<file path="config.mk">
export PLATFORM = sky130hd
export DESIGN_NAME = alu_issue_stage
export DESIGN_NICKNAME = d
export VERILOG_FILES = /design/src/rtl/alu_pkg.sv /design/src/rtl/alu_skid_buf.sv /design/src/rtl/alu_issue_stage.sv
export SDC_FILE = /design/constraint.sdc
export NUM_CORES = 1
export LEC_CHECK = 0
export CAP_MARGIN = 5
export CELL_PAD_IN_SITES_DETAIL_PLACEMENT = 0
export CELL_PAD_IN_SITES_GLOBAL_PLACEMENT = 1
export CORE_MARGIN = 4
export CORE_UTILIZATION = 41
export CTS_BUF_LIST = sky130_fd_sc_hd__clkbuf_16
export CTS_CLUSTER_DIAMETER = 30
export CTS_CLUSTER_SIZE = 10
export DETAILED_ROUTE_END_ITERATION = 7
export GPL_TIMING_DRIVEN = 0
export HOLD_SLACK_MARGIN = 0.15
export PLACE_DENSITY = 0.9
export SETUP_SLACK_MARGIN = 0.4
export SLEW_MARGIN = 40
export SYNTH_ARGS = -nofsm -noshare
export SYNTH_HDL_FRONTEND = slang
export SYNTH_HIERARCHICAL = 1
export SYNTH_SLANG_ARGS = --single-unit
</file>
<file path="constraint.sdc">
create_clock -name clk -period 5.15 [get_ports clk]
set_clock_uncertainty 0.2 [all_clocks]
set_input_delay 0.7725 -clock clk [delete_from_list [all_inputs] [get_ports clk]]
set_output_delay 0.7725 -clock clk [all_outputs]
set_load 0.01 [all_outputs]
</file>
<file path="src/rtl/alu_pkg.sv">
// alu_pkg: shared definitions for the ALU issue stage.
//   - opcode and result-select encodings
//   - dec_t: decoded control word {legal, sel[1:0], sub}
//   - alu_decode(): opcode -> dec_t
package alu_pkg;

  localparam logic [2:0] OP_AND = 3'b000;
  localparam logic [2:0] OP_OR  = 3'b001;
  localparam logic [2:0] OP_ADD = 3'b010;
  localparam logic [2:0] OP_XOR = 3'b011;
  localparam logic [2:0] OP_SUB = 3'b110;

  localparam logic [1:0] SEL_AND   = 2'b00;
  localparam logic [1:0] SEL_OR    = 2'b01;
  localparam logic [1:0] SEL_ARITH = 2'b10;
  localparam logic [1:0] SEL_XOR   = 2'b11;

  typedef struct packed {
    logic       legal;
    logic [1:0] sel;   // {s1, s0}
    logic       sub;
  } dec_t;

  function automatic dec_t alu_decode(input logic [2:0] op);
    dec_t d;
    d.legal = 1'b1;
    d.sel   = SEL_AND;
    d.sub   = 1'b0;
    case (op)
      OP_AND: d.sel = SEL_AND;
      OP_OR:  d.sel = SEL_OR;
      OP_ADD: d.sel = SEL_ARITH;
      OP_XOR: d.sel = SEL_XOR;
      OP_SUB: begin
        d.sel = SEL_ARITH;
        d.sub = 1'b1;
      end
      default: d.legal = 1'b0;
    endcase
    return d;
  endfunction

endpackage

</file>
<file path="src/rtl/alu_skid_buf.sv">
// alu_skid_buf: generic 2-entry skid register (main + skid).
//   Ports:
//     clk, rst            clock, asynchronous active-high reset
//     i_valid/o_ready     upstream handshake (o_ready = !skid_valid, registered)
//     i_data [W-1:0]      upstream payload
//     o_valid/i_ready     downstream handshake
//     o_data [W-1:0]      downstream payload, driven straight from main
//   Ops leave in arrival order; main and its data hold until drained.
module alu_skid_buf #(
  parameter int W = 8
) (
  input  logic         clk,
  input  logic         rst,
  input  logic         i_valid,
  output logic         o_ready,
  input  logic [W-1:0] i_data,
  output logic         o_valid,
  input  logic         i_ready,
  output logic [W-1:0] o_data
);

  logic         r_main_valid;
  logic         r_skid_valid;
  logic [W-1:0] r_main_data;
  logic [W-1:0] r_skid_data;
  logic         w_drain;
  logic         w_push;

  assign w_drain = r_main_valid && i_ready;
  // Upstream is only allowed in while skid is empty.
  assign w_push  = i_valid && !r_skid_valid;

  always_ff @(posedge clk or posedge rst) begin
    if (rst) begin
      r_main_valid <= 1'b0;
      r_skid_valid <= 1'b0;
      r_main_data  <= '0;
      r_skid_data  <= '0;
    end else if (r_skid_valid) begin
      // Skid full implies main full; refill main from skid on drain.
      if (w_drain) begin
        r_main_data  <= r_skid_data;
        r_skid_valid <= 1'b0;
      end
    end else if (w_push) begin
      if (!r_main_valid || w_drain) begin
        r_main_data  <= i_data;
        r_main_valid <= 1'b1;
      end else begin
        r_skid_data  <= i_data;
        r_skid_valid <= 1'b1;
      end
    end else if (w_drain) begin
      r_main_valid <= 1'b0;
    end
  end

  assign o_ready = !r_skid_valid;
  assign o_valid = r_main_valid;
  assign o_data  = r_main_data;

endmodule

</file>
<file path="src/rtl/alu_issue_stage.sv">
// alu_issue_stage: registered issue stage in front of the ALU result mux.
//   Decodes opcode into {s1,s0} and sub, forwards {a,b,s1,s0,sub} through
//   a 2-entry skid buffer; illegal opcodes are consumed and flagged.
//   Ports:
//     clk, rst                     clock, asynchronous active-high reset
//     in_valid/in_ready            request handshake
//     in_op, in_a, in_b            opcode and operands
//     out_valid/out_ready          issue handshake to datapath
//     out_a, out_b                 registered operands (b not inverted)
//     out_s1, out_s0, out_sub      result select and subtract control
//     err_illegal, err_clr         sticky illegal-opcode flag and its clear
//   Optional (macro ALU_ISSUE_PERF_EN):
//     perf_issued, perf_stall      issue / stall counters, cleared by err_clr
module alu_issue_stage
  import alu_pkg::*;
#(
  parameter int WIDTH = 32
) (
  input  logic             clk,
  input  logic             rst,
  input  logic             in_valid,
  output logic             in_ready,
  input  logic [2:0]       in_op,
  input  logic [WIDTH-1:0] in_a,
  input  logic [WIDTH-1:0] in_b,
  output logic             out_valid,
  input  logic             out_ready,
  output logic [WIDTH-1:0] out_a,
  output logic [WIDTH-1:0] out_b,
  output logic             out_s0,
  output logic             out_s1,
  output logic             out_sub,
  output logic             err_illegal,
  input  logic             err_clr
`ifdef ALU_ISSUE_PERF_EN
  ,
  output logic [31:0]      perf_issued,
  output logic [31:0]      perf_stall
`endif
);

  localparam int PW = 2 * WIDTH + 3;

  dec_t          w_dec;
  logic          w_accept;
  logic          w_push;
  logic [PW-1:0] w_in_payload;
  logic [PW-1:0] w_out_payload;
  logic          r_err_illegal;

  assign w_dec        = alu_decode(in_op);
  assign w_accept     = in_valid && in_ready;
  // Illegal ops complete the handshake but never enter the buffer.
  assign w_push       = in_valid && w_dec.legal;
  assign w_in_payload = {in_a, in_b, w_dec.sel, w_dec.sub};

  alu_skid_buf #(.W(PW)) u_buf (
    .clk     (clk),
    .rst     (rst),
    .i_valid (w_push),
    .o_ready (in_ready),
    .i_data  (w_in_payload),
    .o_valid (out_valid),
    .i_ready (out_ready),
    .o_data  (w_out_payload)
  );

  assign {out_a, out_b, out_s1, out_s0, out_sub} = w_out_payload;

  // Set has priority over clear.
  always_ff @(posedge clk or posedge rst) begin
    if (rst)
      r_err_illegal <= 1'b0;
    else if (w_accept && !w_dec.legal)
      r_err_illegal <= 1'b1;
    else if (err_clr)
      r_err_illegal <= 1'b0;
  end

  assign err_illegal = r_err_illegal;

`ifdef ALU_ISSUE_PERF_EN
  logic [31:0] r_perf_issued;
  logic [31:0] r_perf_stall;

  always_ff @(posedge clk or posedge rst) begin
    if (rst) begin
      r_perf_issued <= '0;
      r_perf_stall  <= '0;
    end else if (err_clr) begin
      r_perf_issued <= '0;
      r_perf_stall  <= '0;
    end else begin
      if (out_valid && out_ready)
        r_perf_issued <= r_perf_issued + 32'd1;
      if (out_valid && !out_ready)
        r_perf_stall  <= r_perf_stall + 32'd1;
    end
  end

  assign perf_issued = r_perf_issued;
  assign perf_stall  = r_perf_stall;
`endif

endmodule
</file>
# After elaboration in Yosys (flattened, before gate mapping)
# Cells that the tools add are included.
[classes]
n_eq_ne = 6
mux = 16
bitwise = 2
n_reduce_logical = 19
[ops]
columns = ["operator", "n"]
rows = [
  ["67-bit 2-to-1 mux", 4],
  ["1-bit 2-to-1 mux", 11],
  ["3-bit AND reduction", 3],
  ["2-bit nonzero test", 4],
  ["3-bit by 2-bit == test with 1-bit output, second input constant", 2],
  ["2-bit one-hot mux with 3 select lines", 1],
  ["1-bit logical AND", 5],
  ["5-bit OR reduction", 1],
  ["2-bit inequality test, second input constant", 2],
  ["3-bit by 1-bit == test with 1-bit output, second input constant", 1],
  ["3-bit == test, second input constant", 1],
  ["1-bit logical NOT", 3],
  ["3-bit logical NOT", 1],
  ["1-bit NOT", 2],
  ["2-bit OR reduction", 1],
  ["1-bit logical OR", 1],
]
[totals]
ff_bits = 137
inputBits = 72
output_inout_bits = 70

# Depth between registers and ports, before layout
[depth]
depth_word = 7
mapped_depth = 7

# Cells and area by module
# The synthesis kept the hierarchy.
[by_module_without_submodules]
columns = ["mod", "instances", "cells_each", "area_each_um2", "seq_area_each_um2"]
rows = [
  ["alu_skid_buf", 1, 370, 5864.4, 3403.3],
  ["alu_issue_stage", 1, 10, 87.6, 25.0],
]

# Worst setup path before layout
# Ideal clock, no wire load.
[synth_path]
path_type = "in2reg"
start = "input in_op[0]"
end = "register u_buf.r_skid_data[3]"
arrival_ps = 2127
t_required_ps = 4825
slack_ps = 2698
path_stages = 7
path_buffers = 2
cell_sequence = "nand2b_4 -> a21boi_0 -> nand2_1 -> nor3_2 -> buf_4 -> buf_4 -> mux2_2"
[synth_via]
elab_chain_cells = 6
[synth_rtl]
columns = ["element", "line", "text"]
rows = [
  ["start, declared", "alu_issue_stage.sv:23", "input logic [2:0] in_op,"],
  ["3-bit == test (tied with other cells)", "alu_pkg.sv:29", "case (op)"],
  ["5-bit OR reduction (no line) (*)", "--", ""],
  ["1-bit 2-to-1 mux (*)", "alu_pkg.sv:29", ""],
  ["1-bit logical AND (*)", "alu_issue_stage.sv:54", "assign w_push = in_valid && w_dec.legal;"],
  ["net w_push", "alu_issue_stage.sv:46", "logic w_push;"],
  ["1-bit logical AND (*)", "alu_skid_buf.sv:31", "assign w_push = i_valid && !r_skid_valid;"],
  ["3-bit AND reduction (no line) (*)", "--", ""],
  ["end signal, assigned", "alu_skid_buf.sv:50", "r_skid_data <= i_data;"],
  ["end, declared", "alu_skid_buf.sv:25", "logic [W-1:0] r_skid_data;"],
]
# Mark *: on every way through the listed nets, which the timed path passes. The rest lies on a longest branch.
# A chain may end at the register's enable or synchronous reset.

# Final worst setup path
[layout_path]
start = "input in_op[0]"
end = "register u_buf.r_skid_data[62]"
# Same word-level chain as after synthesis.

==> out/metrics.cfg <==
[sta]
fmax_mhz=319
rsz0062_at_grt=false
setup_violations=0
tightest_slew_ns=0.634
fin_crit_ns=3.13
fin_crit_sh_pct=60.8
finalHoldViolations=0
fin_hold_ws_ns=0.289
max_slew_margin_pct=57.7
final-max-slew-violation-count=0

[final_layout]
fill_cells=1103
antenna_cells=0
seq_area_mm2=0.00343
multi_input_area_mm2=0.00237
postLayoutCellArea_mm2=0.00826
drive_gt1_share_pct=39.7
layout_common_cells=171 x mux2_2, 141 x clkdlybuf4s50_1, 137 x dfrtp_1
fin_cells=734
num-nets-final=613
area_growth_pct=38.7
layout_commonest_cell=mux2_2

[setup_path]
worst-path-buf-inv=3
path_class=input pin to register
critical_path.top_delay_family=buffers and inverters
path_max_fanout=10
cp_data_required_time_ns=5.24
path_cells=clkdlybuf4s50_1, nand2b_4, a21boi_0, nand2_1, nor3_2, buf_4, buf_4, mux2_2
cp_slowest_cell=nor3_2
arrival_ns=3.22
critPathCaptureType=register
crit_top_cell=buf_4
slowest_delay_ns=0.47
start_kind=input pin

[clocking]
cts_sinks=137
clk_path_buf_depth=2
clock-root-buffer=clkbuf_16
clk_pin_slew_ns=0.06
cts_tree=done
ctsResizeCount=0
cts_max_level=4
clk_latency_ns=0.41
numCtsBuffers=17
cts_setup_buffers=0
cts_hold_buf=0

[power_and_ir_drop]
vdd_drop_max_v=0.000336
power_uw=5190
power_frac_clock_pct=25.0
p_leak_uw=0.00350
cell_internal_pwr_uw=3730
power_density_mw_per_mm2=629
sw_frac_of_total_pct=28.1
p_sw_uw=1460
power_frac_seq_pct=36.3
power_frac_comb_pct=38.7

[global_routing]
grt-busiest-layer=met2
grt_usage_pct=16.5
use_met2_pct=26.7
grt_pass1_wl_um=21100
met1_usage_pct=20.3
use_met3_pct=6.27
grt_max_degree=76
first_global_vias=4129
antenna_found_initial=0
grt-ovfl-total=0

[place]
gp_congestion=0.732
placed_area_mm2=0.00762
dp_hpwl_um=9250
portBuffers=141
dp_cells=702

[floorplanning]
core_area_mm2=0.0140
start_util_pct=42.4
dieArea_mm2=0.0165
die-width_um=128
io_pins=142
die_h_um=128
row_count=43

[synthesis]
netlist_area_mm2=0.00595
syn-num-nets=452
synth_cell_types=19
syn_inst=380
ys_warn_count=6
ys_ff_latch=137
avgSynthCellArea_um2=15.7
synth_seq_area_share_pct=57.6

[detailed_routing]
route.detailed.wl_per_inst_um=17.6
initialDrtViolationCount=137
drc_errors=0
detail-route-antenna-nets=0
via_count=3616
routed_wl_um=12900
avgViaCountPerCell=4.93
drt_first_pass_iters=4

[worst_hold_path]
min_path_type=register to register

[outcome]
status=finished clean

[flow_run]
maxCapViolCount=0

-- worst register-to-register path, delay by kind of cell, from the launching register on --
| kind | cells | cell delay (ns) |
|---|---|---|
| buffers and inverters | 3 | 0.74 |
| DFF | 1 | 0.35 |
| and+or+nand+nor | 1 | 0.53 |
| muxes | 1 | 0.36 |
-- power by group through the flow --
stage / Clock [µW] / Combinational [µW] / Sequential (µW)
after floorplan: 0 / 1070 / 1970
after global placement: 0 / 1980 / 1860
after detailed placement: 0 / 2040 / 1900
after CTS: 1320 / 2050 / 1890
after global routing: 1380 / 2180 / 1950
final: 1300 / 2010 / 1890
-- registers in the layout (all words and copies together), names as in the netlist --
name / count
err_illegal: 1
u_buf/o_data: 67
u_buf/o_valid: 1
u_buf/r_skid_data: 67
u_buf/r_skid_valid: 1
-- synthesized netlist by cell type (all sizes together) --
library cell | number | area share (%)
a21boi | 2 | 0.25
a21oi | 1 | 0.15
a22oi | 1 | 0.13
a41o | 1 | 0.17
buf | 15 | 1.8
clkbuf | 7 | 0.44
dfrtp | 137 | 58
inv | 6 | 0.38
mux2 | 201 | 38
mux2i | 1 | 0.17
nand2 | 1 | 0.063
nand2b | 1 | 0.23
nor2 | 1 | 0.063
nor2b | 2 | 0.21
nor3 | 1 | 0.17
o21ai | 2 | 0.17
-- logic make-up (layout without fill, tap and decap cells) --
group,Yosys count,after routing,synth area share [%]
AO/OA/AOI/OAI,7,7,0.862
buffers and inverters,28,202,2.61
flip-flops,137,137,57.6
multiplexers,202,202,38.2
AND/OR/NAND/NOR,6,6,0.736
-- layout make-up --
type	instances	share of cell area [%]
Buffer	22	1.61
Sequential cell	137	41.5
Timing Repair Buffer	142	17.4
Clock inverter	15	2.50
Clock buffer	17	5.15
Inverter	6	0.364
Multi-Input combinational cell	215	28.7
Tap cell	180	2.73
-- per-layer routing --
layer / part of all wire (%) / up-vias / wire (µm)
met2: 49 / 91 / 6360
li1: - / 1690 / -
met5: 0 / - / 0
met4: 1.5 / 0 / 200
met1: 43 / 1822 / 5530
met3: 6.4 / 13 / 833
-- through the flow --
stage / setup TNS, ns / utilization (%) / worst slack [ns]
finish: 0 / 58.8 / 2.02
global route: 0 / 58.8 / 1.80
floorplan: 0 / - / 0.538
global placement: -177.04 / 54.0 / -1.31
detailed placement: 0 / 54.3 / 1.62
CTS: 0 / 58.8 / 2.04
-- worst paths after layout --
path / start / to / slack (ns) / cells past startpoint
min in group asynchronous: rst / err_illegal / 0.44 / 2
max reg2reg: u_buf/r_skid_valid / u_buf/r_skid_data[62] / 2.85 / 5
min reg2reg: u_buf/o_data[2] / u_buf/o_data[2] / 0.29 / 1
min: u_buf/o_data[2] / u_buf/o_data[2] / 0.29 / 1
max in group asynchronous: rst / u_buf/o_data[30] / 3.41 / 3
max: in_op[0] / u_buf/r_skid_data[62] / 2.02 / 8
No activity file was read; power rests on OpenSTA's default activity.
